File: src/rtl/spi_pkt_ctrl_v2.sv
// SPI packet controller, parametrised successor.
// Decodes byte packets (TYPE, LEN_H, LEN_L, payload) from the SPI slave, drives a bank of
// frequency-synthesizer channels, packs multi-byte samples into the sample FIFO and answers
// FIFO-space / status queries.
// Optional feature: define CTRL_CHECKSUM_EN to expect a trailing XOR checksum byte after every
// FIFO_DATA payload; a mismatch sets the chk_err sticky bit.
module spi_pkt_ctrl_v2 #(
  parameter int unsigned DATA_W    = 16,
  parameter int unsigned SPACE_W   = 13,
  parameter int unsigned NUM_SYNTH = 2,
  parameter int unsigned SEL_W     = 4
) (
  input  logic               clk,
  input  logic               rst,
  input  logic               spi_tsx_start,
  input  logic [7:0]         spi_rx_data,
  input  logic               spi_rx_stb,
  output logic [7:0]         spi_tx_data,
  input  logic [SPACE_W-1:0] fifo_space_free,
  input  logic               fifo_full,
  output logic [DATA_W-1:0]  fifo_data,
  output logic               fifo_wr,
  output logic [SEL_W-1:0]   synth_sel,
  output logic [7:0]         synth_data,
  output logic               synth_wr_divr,
  output logic               synth_wr_divf,
  output logic               busy,
  output logic               pkt_err
);

  localparam int unsigned NBYTES   = DATA_W / 8;
  // Byte index within a sample; 2 bits covers up to 4-byte samples.
  localparam logic [1:0]  LAST_IDX = 2'(NBYTES - 1);

  localparam logic [7:0] TypeGetSpace  = 8'h01;
  localparam logic [7:0] TypeSetFreq   = 8'h02;
  localparam logic [7:0] TypeFifoData  = 8'h03;
  localparam logic [7:0] TypeGetStatus = 8'h04;

  typedef enum logic [3:0] {
    StIdle,
    StType,
    StLenH,
    StLenL,
    StSpaceL,
    StFreqCh,
    StFreqDivr,
    StFreqDivf,
    StFifo,
    StDrain
`ifdef CTRL_CHECKSUM_EN
    , StChk
`endif
  } state_e;

  state_e              state;
  logic [7:0]          pkt_type;
  logic [7:0]          len_h;
  logic [15:0]         sample_cnt;
  logic [1:0]          byte_idx;
  logic [DATA_W-1:0]   sample;
  logic [SPACE_W-1:0]  space_snap;
  logic                overflow;
  logic                bad_type;
  logic                chk_err;
`ifdef CTRL_CHECKSUM_EN
  logic [7:0]          chk_acc;
`endif

  logic [DATA_W-1:0]   sample_next;
  logic [7:0]          space_hi;

  // Sample register with the new byte shifted in at the bottom (MSB byte arrives first).
  assign sample_next = DATA_W'({sample, spi_rx_data});
  // Upper bits of the live free-space count, zero-padded to a byte.
  assign space_hi    = 8'(fifo_space_free >> 8);

  assign busy    = (state != StIdle);
  assign pkt_err = overflow | bad_type | chk_err;

`ifndef CTRL_CHECKSUM_EN
  assign chk_err = 1'b0;
`endif

  // Packet decoder FSM with registered outputs; strobes default low every cycle.
  always_ff @(posedge clk) begin
    if (rst) begin
      state         <= StIdle;
      pkt_type      <= '0;
      len_h         <= '0;
      sample_cnt    <= '0;
      byte_idx      <= '0;
      sample        <= '0;
      space_snap    <= '0;
      overflow      <= 1'b0;
      bad_type      <= 1'b0;
      spi_tx_data   <= '0;
      fifo_data     <= '0;
      fifo_wr       <= 1'b0;
      synth_sel     <= '0;
      synth_data    <= '0;
      synth_wr_divr <= 1'b0;
      synth_wr_divf <= 1'b0;
`ifdef CTRL_CHECKSUM_EN
      chk_err       <= 1'b0;
      chk_acc       <= '0;
`endif
    end else begin
      fifo_wr       <= 1'b0;
      synth_wr_divr <= 1'b0;
      synth_wr_divf <= 1'b0;

      if (spi_tsx_start) begin
        // New transaction aborts whatever was in flight, including a partial sample.
        state       <= StType;
        spi_tx_data <= 8'hA5;
        sample      <= '0;
        byte_idx    <= '0;
`ifdef CTRL_CHECKSUM_EN
        chk_acc     <= '0;
`endif
      end else if (spi_rx_stb) begin
        case (state)
          StType: begin
            pkt_type    <= spi_rx_data;
            spi_tx_data <= 8'h00;
            state       <= StLenH;
          end
          StLenH: begin
            len_h <= spi_rx_data;
            state <= StLenL;
          end
          StLenL: begin
            case (pkt_type)
              TypeGetSpace: begin
                space_snap  <= fifo_space_free;
                spi_tx_data <= space_hi;
                state       <= StSpaceL;
              end
              TypeSetFreq: begin
                state <= StFreqCh;
              end
              TypeFifoData: begin
                if ({len_h, spi_rx_data} == 16'd0) begin
                  state <= StIdle;
                end else begin
                  sample_cnt <= {len_h, spi_rx_data};
                  byte_idx   <= '0;
                  state      <= StFifo;
`ifdef CTRL_CHECKSUM_EN
                  chk_acc    <= '0;
`endif
                end
              end
              TypeGetStatus: begin
                spi_tx_data <= {5'b0, chk_err, bad_type, overflow};
                overflow    <= 1'b0;
                bad_type    <= 1'b0;
`ifdef CTRL_CHECKSUM_EN
                chk_err     <= 1'b0;
`endif
                state       <= StIdle;
              end
              default: begin
                bad_type <= 1'b1;
                state    <= StDrain;
              end
            endcase
          end
          StSpaceL: begin
            spi_tx_data <= space_snap[7:0];
            state       <= StIdle;
          end
          StFreqCh: begin
            if ({24'd0, spi_rx_data} >= NUM_SYNTH) begin
              bad_type <= 1'b1;
              state    <= StDrain;
            end else begin
              synth_sel <= SEL_W'(spi_rx_data);
              state     <= StFreqDivr;
            end
          end
          StFreqDivr: begin
            synth_data    <= spi_rx_data;
            synth_wr_divr <= 1'b1;
            state         <= StFreqDivf;
          end
          StFreqDivf: begin
            synth_data    <= spi_rx_data;
            synth_wr_divf <= 1'b1;
            state         <= StIdle;
          end
          StFifo: begin
            sample      <= sample_next;
            spi_tx_data <= fifo_space_free[7:0];
`ifdef CTRL_CHECKSUM_EN
            chk_acc     <= chk_acc ^ spi_rx_data;
`endif
            if (byte_idx == LAST_IDX) begin
              byte_idx  <= '0;
              fifo_data <= sample_next;
              // A full FIFO drops the sample but the payload is still consumed.
              if (fifo_full) begin
                overflow <= 1'b1;
              end else begin
                fifo_wr <= 1'b1;
              end
              if (sample_cnt != 16'd0) begin
                sample_cnt <= sample_cnt - 16'd1;
              end
              if (sample_cnt <= 16'd1) begin
`ifdef CTRL_CHECKSUM_EN
                state <= StChk;
`else
                state <= StIdle;
`endif
              end
            end else begin
              byte_idx <= byte_idx + 2'd1;
            end
          end
`ifdef CTRL_CHECKSUM_EN
          StChk: begin
            // Samples already written stay written; only the sticky flag records the error.
            if (spi_rx_data != chk_acc) begin
              chk_err <= 1'b1;
            end
            state <= StIdle;
          end
`endif
          default: begin
            // StIdle and StDrain ignore received bytes.
            state <= state;
          end
        endcase
      end
    end
  end

endmodule

File: config.mk
export PLATFORM = sky130hd
export DESIGN_NAME = spi_pkt_ctrl_v2
export DESIGN_NICKNAME = d
export VERILOG_FILES = /design/src/rtl/spi_pkt_ctrl_v2.sv
export SDC_FILE = /design/constraint.sdc
export NUM_CORES = 1
export LEC_CHECK = 0
export ABC_CLOCK_PERIOD_IN_PS = 6200
export CAP_MARGIN = 20
export CORE_ASPECT_RATIO = 0.7
export CORE_MARGIN = 10
export CORE_UTILIZATION = 58
export CTS_CLUSTER_SIZE = 40
export DETAILED_ROUTE_END_ITERATION = 16
export HOLD_SLACK_MARGIN = 0.12
export PLACE_DENSITY = 0.94
export SYNTH_ARGS = -nofsm -noshare
export SYNTH_HDL_FRONTEND = slang
export SYNTH_SLANG_ARGS = --single-unit
File: constraint.sdc
create_clock -name clk -period 6.2 [get_ports clk]
set_clock_uncertainty 0.1 [all_clocks]
set_input_delay 0.62 -clock clk [delete_from_list [all_inputs] [get_ports clk]]
set_output_delay 0.62 -clock clk [all_outputs]
set_load 0.03 [all_outputs]
## After elaboration in Yosys (flattened, before gate mapping)

Index checks and enable logic that the tools add are counted.

| storage, ports and cells | value |
|---|---|
| bits in registers | 95 |
| input port bits | 26 |
| output and inout bits | 41 |
| logic and storage cells | 116 |

| cells by class | value |
|---|---|
| add/subtract/negate cells | 2 |
| magnitude comparators | 2 |
| equal/unequal tests | 26 |
| muxes and demuxes | 31 |
| bitwise gates (word level) | 6 |
| reductions and logical operators | 31 |

Operators by type and width:

| kind | number |
|---|---|
| $mux W16 | 4 |
| $pmux W16 S2 | 1 |
| $pmux W8 S4 | 1 |
| $pmux W4 S7 | 1 |
| $reduce_and A4 Y1 | 6 |
| $eq A4 B3 Y1 const B | 4 |
| $eq A8 B2 Y1 const B | 2 |
| $le A16 B1 Y1 const B | 1 |
| $logic_not A16 Y1 | 1 |
| $mux W4 | 4 |
| $mux W8 | 2 |
| $ne A2 B2 Y1 const B | 8 |
| $pmux W4 S4 | 1 |
| $pmux W8 S2 | 1 |
| $reduce_bool A16 Y1 | 1 |
| $sub A16 B1 Y16 const B | 1 |
| $reduce_and A3 Y1 | 5 |
| $mux W1 | 9 |
| $eq A4 B2 Y1 const B | 2 |
| $eq A8 B1 Y1 const B | 1 |
| $eq A8 B3 Y1 const B | 1 |
| $ge A8 B2 Y1 const B | 1 |
| $reduce_bool A4 Y1 | 2 |
| $reduce_bool A8 Y1 | 1 |
| 23 further kinds | 37 |

## Logic depth before layout (Yosys ltp)

Gate-level depths: netlist of run 1.

| logic depth | value |
|---|---|
| word-level depth | 6 |
| mapped depth | 8 |

## Worst setup path after synthesis of run 1

Ideal clock, no wire load.

| timing | value |
|---|---|
| path kind | reg-to-reg |
| start point | register pkt_type[3] |
| end point | register sample_cnt[10] |
| library setup time | 0.092 ns |
| arrival time | 2.372 ns |
| required time | 6.008 ns |
| setup slack | 3.636 ns |
| stages on the path, launching flop included | 8 |
| buffers on the path | 2 |
| cell sequence | dfxtp_1 -> or4_4 -> or4_4 -> and2_1 -> or3_1 -> buf_2 -> buf_6 -> o32ai_1 |

| between the ends | value |
|---|---|
| word-level cells in the longest chain between the ends | 3 |

Ends and longest elaborated chain:

| item | RTL line | RTL |
|---|---|---|
| start, declared | 57 | `logic [7:0] pkt_type;` |
| start signal, assigned | 125 | `pkt_type <= spi_rx_data;` |
| $eq A8 B2 Y1 | 134 | `case (pkt_type)` |
| $ne A2 B2 Y1 (no line) | -- |  |
| $reduce_and A7 Y1 (no line) | -- |  |
| end signal, assigned | 147 | `sample_cnt <= {len_h, spi_rx_data};` |
| end signal, assigned | 209 | `sample_cnt <= sample_cnt - 16'd1;` |
| end, declared | 59 | `logic [15:0] sample_cnt;` |

No other way between the ends.
A chain may end at the register's enable or synchronous reset.

## Worst setup path after layout of run 1

| timing | value |
|---|---|
| start point | register state[3] |
| end point | register sample_cnt[13] |

| between the ends | value |
|---|---|
| word-level cells in the longest chain between the ends | 3 |

Ends and longest elaborated chain:

| item | RTL line | RTL |
|---|---|---|
| start, declared | 56 | `state_e state;` |
| start signal, assigned | 88 | `state <= StIdle;` |
| start signal, assigned | 115 | `state <= StType;` |
| start signal, assigned | 127 | `state <= StLenH;` |
| $eq A4 B2 Y1 / $eq A4 B4 Y1 (equally long branches) | 123 | `case (state)` |
| $ne A2 B2 Y1 (no line) / $reduce_bool A2 Y1 (equally long branches) | -- |  |
| $reduce_and A7 Y1 (no line) | -- |  |

Several ways; a longest one is shown, not always the timed one.

==> results.txt, run 1 <==
From bottom edge to top edge, the die measures 93.2 um. For this run, the register share of the synthesized area comes to 42.9%. The class of the tightest hold or removal check was reg2reg. Derived from the worst setup path, the maximum achievable clock frequency is 285 MHz.

In this run, CTS created clock tree buffers numbering 9. In the routed layout, each cell is associated on average with a via count of 6.57. The number of different library cells used by synthesis comes to 55. Endpoint of the worst setup timing path: sample_cnt[13]$_SDFFE_PP0P_. The die covers 11600 um2.

The fraction of registers with async set/reset works out to 0%. The worst path uses 56.7% of the clock period. The insertion delay of the later-clocked pin in the worst-skew pair is 380 ps, and the largest fanout on the critical path is 42. The total power after layout came out at 1.15 mW.

At the end of the flow, the number of nets in the layout was 627. After floorplanning, the core was sized to cover 7350 um2. In this run the critical register-to-register path is captured at sample_cnt[13]$_SDFFE_PP0P_. For the number of buffers inserted by post-CTS setup repair, the log shows 0.

On the critical path, the stage with the largest delay is an instance of sky130_fd_sc_hd__or4b_2. The multi-input combinational cells in the finished layout cover a total of 2340 um2. The synthesized design contains 95 register bits. The critical path startpoint category was a flip-flop.

Final period demand of the worst path: 3510 ps. The H-tree generated during clock tree synthesis spans 3 levels. Synthesis handed over a netlist of 556 instances. For this run, design rule violations remaining after detail routing come to 0. The path type of the worst setup path was reg2reg. Port buffering added 66 buffers.

The cell row count was 26. The I/O pin count was 67; the reported max-cap violation count was 0. Relative to the synthesized area, the layout overhead comes to 20.1%. The count of flip-flops with a built-in enable after synthesis is 0, and the max-slew violation total from the final report is 0. In this run the tightest slew margin relative to its limit is 37.1%. The library cells used most frequently in the layout, excluding fill and tap cells, are sky130_fd_sc_hd__nand2_1, sky130_fd_sc_hd__dfxtp_1, sky130_fd_sc_hd__clkdlybuf4s50_1. IR analysis of the VDD net gives a maximum drop of 0.157 mV.

Number of cells on the worst reg-to-reg path: 4. The die width works out to 125 um. In this run, the number of DRC markers left after iteration 0 of detailed routing was 714. The area taken by flip-flops and latches is 1900 um2, and the area fraction of the dominant cell type after synthesis is 42.9%. The final weighted congestion in routability-driven placement is 0.980, and the wire length per cell after detailed routing is 20.2 um. The mapped netlist covers 4440 um2. For this design, the CTS-stage hold fixing added 0 buffers. The library cell used most frequently in the layout, excluding fill and tap cells, is sky130_fd_sc_hd__nand2_1.

During synthesis, Yosys emitted a total of 0 warnings. Summed over all layers, the routed wires come to 14.1 mm. The detailed router placed 4597 vias in this run. The power density relative to cell area works out to 216 nW/um2. The startpoint identified for the worst register-to-register timing path is state[3]$_SDFFE_PP0P_.

The first global-routing pass estimated 21.9 mm of wire. Before antenna repair, the detailed router went through 6 iterations. The logs give 9.78 mm for the detailed-placement wirelength estimate and 1.81 nW for the leakage power summed over all cells. For the final routed database, the setup TNS stands at 0 ps.

The count of filler cells inserted in the layout was 561. After clock tree synthesis, the clock-pin slew on the worst setup and hold paths is 90 ps. For the pin with the worst max-slew slack, the measured transition is 940 ps. In this run the worst setup path begins at state[3]$_SDFFE_PP0P_. The clock drives 95 sinks. In this run the remaining antenna-violating nets after routing total 0. For the total grt overflow, the log shows 0. The flow ran to the end, and the final reports show no timing, DRC or antenna violations. The worst path required time came out at 6370 ps. The total of endpoints with negative setup slack in the final report is 0, and the initial antenna violation count is 0. The run gives 2690 ps as the slack of the worst reg-to-reg path. TritonCTS built the clock tree. Global routing consumed, over all layers together, 22.9% of the routing resources.

The root cell of the clock tree was sky130_fd_sc_hd__clkbuf_8. The pin count of the biggest net entering global routing was 74; the starting utilization of the core area was 60.3%. The average instance in the mapped netlist occupies 7.98 um2. The startpoint identified for the worst hold timing path is byte_idx[1]$_SDFFE_PP0P_.

The top cell type by total area after synthesis is sky130_fd_sc_hd__dfxtp_1. In this run, post-CTS repair resized a total of 0 instances. Via count of the first global-routing pass: 4340. The clock passes through at most 2 buffers. Setup repair after global routing left no endpoint under its margin.

Counting every net in the synthesized netlist gives 585. For this run, the leading register cell type out of synthesis is sky130_fd_sc_hd__dfxtp_1. Hold timing on the final database bottoms out at a slack of 348 ps.

After synthesis, the cell types taking the most area are sky130_fd_sc_hd__dfxtp_1, sky130_fd_sc_hd__nand2_1, sky130_fd_sc_hd__a21oi_1. Largest stage delay on the critical path: 1020 ps. Ratio of cells with drive above 1 in the final layout: 5.48%.

The logs give 0 for the number of antenna diodes and 0 for the number of endpoints with negative hold slack in the final report. Traced cell by cell, the critical path runs through or4b_2 -> and2_1 -> or3_1 -> o32ai_1. The worst setup path is captured at a flip-flop. STA puts the critical path data arrival time at 3690 ps.
## sequential cells by signal, summed over array words and instances (netlist names)
name,count
fifo_data,16
sample_cnt,16
len_h,8
pkt_type,8
sample,8
space_snap,8
spi_tx_data,8
synth_data,8
state,4
synth_sel,4
byte_idx,2
bad_type,1
fifo_wr,1
overflow,1
synth_wr_divf,1
synth_wr_divr,1
## cells in the mapped netlist (2+ instances only)
cell type,count
sky130_fd_sc_hd__nand2_1,96
sky130_fd_sc_hd__dfxtp_1,95
sky130_fd_sc_hd__a21oi_1,64
sky130_fd_sc_hd__nor2_1,50
sky130_fd_sc_hd__clkbuf_1,40
sky130_fd_sc_hd__nor4_1,23
sky130_fd_sc_hd__mux2i_1,21
sky130_fd_sc_hd__nand3_1,21
sky130_fd_sc_hd__nor3_1,19
sky130_fd_sc_hd__o32ai_1,16
sky130_fd_sc_hd__and3_1,8
sky130_fd_sc_hd__a31oi_1,7
sky130_fd_sc_hd__inv_1,7
sky130_fd_sc_hd__o21ai_0,7
sky130_fd_sc_hd__a222oi_1,5
sky130_fd_sc_hd__a22oi_1,5
sky130_fd_sc_hd__nand2b_1,5
sky130_fd_sc_hd__nor2b_1,5
sky130_fd_sc_hd__o31ai_1,4
sky130_fd_sc_hd__a2bb2oi_1,3
sky130_fd_sc_hd__ha_1,3
sky130_fd_sc_hd__nand3b_1,3
sky130_fd_sc_hd__nand4_1,3
sky130_fd_sc_hd__nor3b_1,3
sky130_fd_sc_hd__or3_1,3
sky130_fd_sc_hd__or4_1,3
sky130_fd_sc_hd__a22o_1,2
sky130_fd_sc_hd__a31o_2,2
sky130_fd_sc_hd__and2_1,2
sky130_fd_sc_hd__nor4b_1,2
sky130_fd_sc_hd__o22ai_1,2
sky130_fd_sc_hd__or2_2,2
sky130_fd_sc_hd__or4_4,2
sky130_fd_sc_hd__xnor2_1,2
## cell type report
type / count / area share [%]
multi-input cells: 411 / 44.0
flip-flops and latches: 95 / 35.7
repair buffers: 74 / 13.5
clock buffers: 12 / 2.72
well taps: 98 / 2.30
clock inverters: 3 / 1.27
inverters: 7 / 0.493
## metrics by stage
stage	cell area [um2]	util [%]	std cells	setup slack, ps
after floorplan	4440	-	556	3640
after global placement	5100	69.3	683	2740
after detailed placement	5100	69.3	683	2620
after CTS	5310	72.2	698	2630
after global routing	5330	72.5	700	2570
final	5330	72.5	700	2690
## worst min-delay path by stage
stage	endpoint	depth (start not counted)
after floorplan	byte_idx[1]$_SDFFE_PP0P_	2
after global placement	byte_idx[1]$_SDFFE_PP0P_	2
after detailed placement	byte_idx[1]$_SDFFE_PP0P_	2
after CTS	byte_idx[1]$_SDFFE_PP0P_	2
after global routing	byte_idx[1]$_SDFFE_PP0P_	2
final	byte_idx[1]$_SDFFE_PP0P_	2
## routing by layer
layer	up-vias	global-route usage, %	wire [um]
met5	-	2.52	0
met4	0	6.96	322
met3	50	11.2	2100
met2	315	34.5	6040
met1	2140	27.9	5650
li1	2092	-	-
## worst max-delay path: cells and delay by family (launching register included)
family	cells	cell delay (ps)
AND/OR/NAND/NOR	3	2240
flip-flops	1	620
AO/OA/AOI/OAI	1	430
## cells by family after synthesis
| group | after synthesis | synth area share (%) |
|---|---|---|
| and+or+nand+nor | 256 | 27.8 |
| AOI/OAI and AO/OA | 127 | 18.5 |
| DFF | 95 | 42.9 |
| buffers and inverters | 50 | 4.43 |
| muxes | 22 | 4.99 |
| xor gates and xnor gates | 3 | 0.592 |
| adders and majority gates | 3 | 0.846 |
## power breakdown
| group | total [mW] | switching [mW] | internal (mW) | leakage, nW |
|---|---|---|---|---|
| Clock | 0.450 | 0.214 | 0.236 | 0.103 |
| Sequential | 0.619 | 0.00578 | 0.614 | 0.767 |
| Combinational | 0.0792 | 0.0495 | 0.0297 | 0.940 |
| Total | 1.15 | 0.269 | 0.880 | 1.81 |
(Power assumes the default switching activity.)
==> run 2, diff against run 1 <==
==> config.mk (replaced) <==
export PLATFORM = sky130hd
export DESIGN_NAME = spi_pkt_ctrl_v2
export DESIGN_NICKNAME = d
export VERILOG_FILES = /design/src/rtl/spi_pkt_ctrl_v2.sv
export SDC_FILE = /design/constraint.sdc
export NUM_CORES = 1
export LEC_CHECK = 0
export ABC_CLOCK_PERIOD_IN_PS = 3200
export CAP_MARGIN = 20
export CORE_ASPECT_RATIO = 0.7
export CORE_MARGIN = 10
export CORE_UTILIZATION = 49
export CTS_CLUSTER_SIZE = 40
export DETAILED_ROUTE_END_ITERATION = 16
export HOLD_SLACK_MARGIN = 0.12
export PLACE_DENSITY = 0.85
export SYNTH_ARGS = -nofsm -noshare
export SYNTH_HDL_FRONTEND = slang
export SYNTH_SLANG_ARGS = --single-unit
==> constraint.sdc (replaced) <==
create_clock -name clk -period 3.2 [get_ports clk]
set_clock_uncertainty 0.1 [all_clocks]
set_input_delay 0.32 -clock clk [delete_from_list [all_inputs] [get_ports clk]]
set_output_delay 0.32 -clock clk [all_outputs]
set_load 0.03 [all_outputs]
==> results.txt, run 2 (synthesis gave the netlist of run 1 again) <==
The final layout contains routed wiring with a total length of 14.5 mm. Leaving out fill and tap cells, the most frequent cell in the layout is sky130_fd_sc_hd__nand2_1. The worst hold path begins at byte_idx[1]$_SDFFE_PP0P_. Routability-driven placement finished with a final weighted congestion of 0.934. The tools report the highest clock rate as 354 MHz. Grouping stages by cell kind, the critical path spends the most delay in simple AND/OR/NAND/NOR gates. The startpoint identified for the worst register-to-register timing path is pkt_type[3]$_SDFFE_PP0P_. Across the VDD grid, the largest voltage drop is 0.364 mV.

The total of endpoints with negative setup slack in the final report is 0. The area taken by flip-flops and latches was 1900 um2; the number of nets with antenna violations after detailed routing was 0. The run gives 0 as the quantity of gates resized following cts. The largest stage delay on the critical path is 640 ps, and the maximum count of clock buffers along a single path is 2.

The via count of the first global-routing pass was 4178. The pin slew with the least headroom to its limit was 1120 ps; the total die area was 13300 um2. The area growth from synthesis to layout is 26.6%. In this run the clock root is driven by a sky130_fd_sc_hd__clkbuf_16. Setup slack on the worst reg-to-reg path comes out at 370 ps. The die span in y is 99.6 um, and the largest fanout on the critical path is 15. The flow ran to the end, and the final reports show no timing, DRC or antenna violations. For the max-slew violation total from the final report, the log shows 0. TritonCTS built the clock tree. The initialized floorplan defines 28 standard-cell rows. The largest individual stage delay along the critical path comes from the cell sky130_fd_sc_hd__or3_1. The top cell types in the final layout, fill and taps aside, are sky130_fd_sc_hd__nand2_1, sky130_fd_sc_hd__dfxtp_1, sky130_fd_sc_hd__clkdlybuf4s50_1.

The number of endpoints with negative hold slack in the final report came out at 0. The net count of the finished layout came out at 646. The worst path needs 2830 ps of the cycle, external delays included. The multi-input combinational cells in the finished layout cover a total of 2340 um2.

The run gives 24.9% as the tightest slew margin relative to the limit. Port buffering added 66 buffers. Data on the critical path arrives at its endpoint at 2970 ps. Setup repair after global routing left no endpoint under its margin. The setup TNS is 0 ps, and the reported max-cap violation count is 0.

The number of antenna diodes in the final layout is 0. The path type of the worst setup path is reg2reg. STA classifies the critical path startpoint as a flip-flop.

The detailed router finished its first iteration with 588 violations. Entering global routing, the biggest net connects 73 pins. Once the clock tree was built, the setup fixing pass inserted 0 buffers. After layout, the worst setup slack is 374 ps. In this run the critical register-to-register path is captured at sample_cnt[3]$_SDFFE_PP0P_. After layout, the worst path uses 88.3% of the clock period. For hold timing, the worst endpoint is byte_idx[1]$_SDFFE_PP0P_. The power density relative to cell area was 460 nW/um2; the total grt overflow was 0. The endpoint class of the critical path was a flip-flop.

The remaining design rule violation count came out at 0. Walking the worst path, the cells encountered are or4_4 -> or4_4 -> and2_1 -> or3_1 -> o32ai_1. The total area inside the core boundary comes to 8620 um2. After clock tree synthesis, the clock-pin slew on the worst setup and hold paths is 70 ps.

Via density per instance: 6.20. The clock net in this run drives a total of 95 sinks. Once the floorplan was initialized, standard cells occupied 51.5% of the core. The HPWL after detailed placement is 10.0 mm.

For the insertion delay of the later-clocked pin in the worst-skew pair, the log shows 340 ps. The run gives 67 as the I/O pin count. The wire length per cell after detailed routing is 19.6 um, and the die width is 134 um. Buffers inserted to repair hold after CTS numbered 0. Counting instances, the worst hold path has a depth of 2. In this run the number of H-tree levels came out at 3.

The largest registers in the layout are fifo_data (16), sample_cnt (16). The number of buffers added by the clock tree synthesis step is 9, and the total routing resource utilization after global routing is 21.0%. The run gives 0 as the initial antenna violation count. The layout has 730 filler cells. At the placement stage, the worst setup path has a slack of 421 ps. The number of buffers and inverters on the critical path is 0. Total number of vias: 4595. The first global-routing pass estimated 22.7 mm of wire. The leakage power summed over all cells was 1.96 nW. Cells with a size suffix above 1 make up 8.53% of the layout. The worst hold path belongs to the class reg2reg. The number of cells on the worst reg-to-reg path was 5.

The first detailed-routing pass took 7 iterations. For the worst setup path, the data required time is 3340 ps. By instance count, the cell type seen most on the critical path is sky130_fd_sc_hd__or4_4.
run 2: changes by cell type in the layout (fill, tap and decap cells not counted), sizes merged:
cell / change
clkinvlp: -1
clkbuf: -2
bufinv: +1
clkinv: +2
buf: +19
run 2: per-stage QoR:
| stage | hold slack [ps] | cell area (um2) | total power [mW] | utilization [%] | cells |
|---|---|---|---|---|---|
| 6_report | 335 | 5620 | 2.58 | 65.2 | 741 |
| 5_1_grt | 366 | 5620 | 2.66 | 65.2 | 741 |
| 4_1_cts | 335 | 5620 | 2.59 | 65.2 | 741 |
| 3_5_place_dp | 325 | 5280 | 1.39 | 61.3 | 726 |
| 3_3_place_gp | 320 | 5280 | 1.39 | 61.3 | 726 |
| 2_1_floorplan | 298 | 4440 | 1.30 | - | 556 |
run 2: per-layer routing:
layer | vias up | GRT usage [%] | share of wire [%]
li1 | 2141 | - | -
met1 | 2174 | 28.5 | 43
met2 | 255 | 30.7 | 43
met3 | 25 | 8.04 | 13
met4 | 0 | 4.42 | 1.6
met5 | - | 0 | 0
run 2: worst min-delay path: stages (launching register included):
cell,delay [ps]
sky130_fd_sc_hd__dfxtp_1,310
sky130_fd_sc_hd__nand2_1,50
sky130_fd_sc_hd__nor2_1,30
run 2: how the worst max path moves through the flow:
stage	startpoint	endpoint	slack, ps	cells past startpoint
5_1_grt	pkt_type[3]$_SDFFE_PP0P_	spi_tx_data[6]$_SDFFE_PP0P_	290	5
4_1_cts	pkt_type[3]$_SDFFE_PP0P_	sample_cnt[3]$_SDFFE_PP0P_	410	5
3_5_place_dp	pkt_type[3]$_SDFFE_PP0P_	sample_cnt[13]$_SDFFE_PP0P_	420	5
2_1_floorplan	pkt_type[3]$_SDFFE_PP0P_	sample_cnt[10]$_SDFFE_PP0P_	640	7
6_report	pkt_type[3]$_SDFFE_PP0P_	sample_cnt[3]$_SDFFE_PP0P_	370	5
3_3_place_gp	pkt_type[3]$_SDFFE_PP0P_	sample_cnt[0]$_SDFFE_PP0P_	480	5
run 2: power by group:
part           internal [mW]  switching, mW
Combinational         0.0665          0.103
Sequential              1.19        0.00920
Clock                  0.762          0.451
run 2: area by class of cell:
| cell class | instances | area share [%] |
|---|---|---|
| multi-input combinational | 411 | 41.7 |
| sequential | 95 | 33.9 |
| timing repair buffer | 93 | 15.3 |
| clock buffer | 10 | 4.08 |
| tap | 120 | 2.67 |
| clock inverter | 5 | 1.92 |
| inverter | 7 | 0.468 |
==> run 3, diff against run 2 <==
--- a/config.mk
+++ b/config.mk
@@ -6,14 +6,14 @@
 export NUM_CORES = 1
 export LEC_CHECK = 0
 export ABC_CLOCK_PERIOD_IN_PS = 3200
-export CAP_MARGIN = 20
 export CORE_ASPECT_RATIO = 0.7
 export CORE_MARGIN = 10
 export CORE_UTILIZATION = 49
 export CTS_CLUSTER_SIZE = 40
 export DETAILED_ROUTE_END_ITERATION = 16
-export HOLD_SLACK_MARGIN = 0.12
+export HOLD_SLACK_MARGIN = 0.15
 export PLACE_DENSITY = 0.85
 export SYNTH_ARGS = -nofsm -noshare
 export SYNTH_HDL_FRONTEND = slang
 export SYNTH_SLANG_ARGS = --single-unit
+export TNS_END_PERCENT = 20
==> results of run 3 <==
Same layout as run 2: the final DEF is identical, and so are final timing and power.
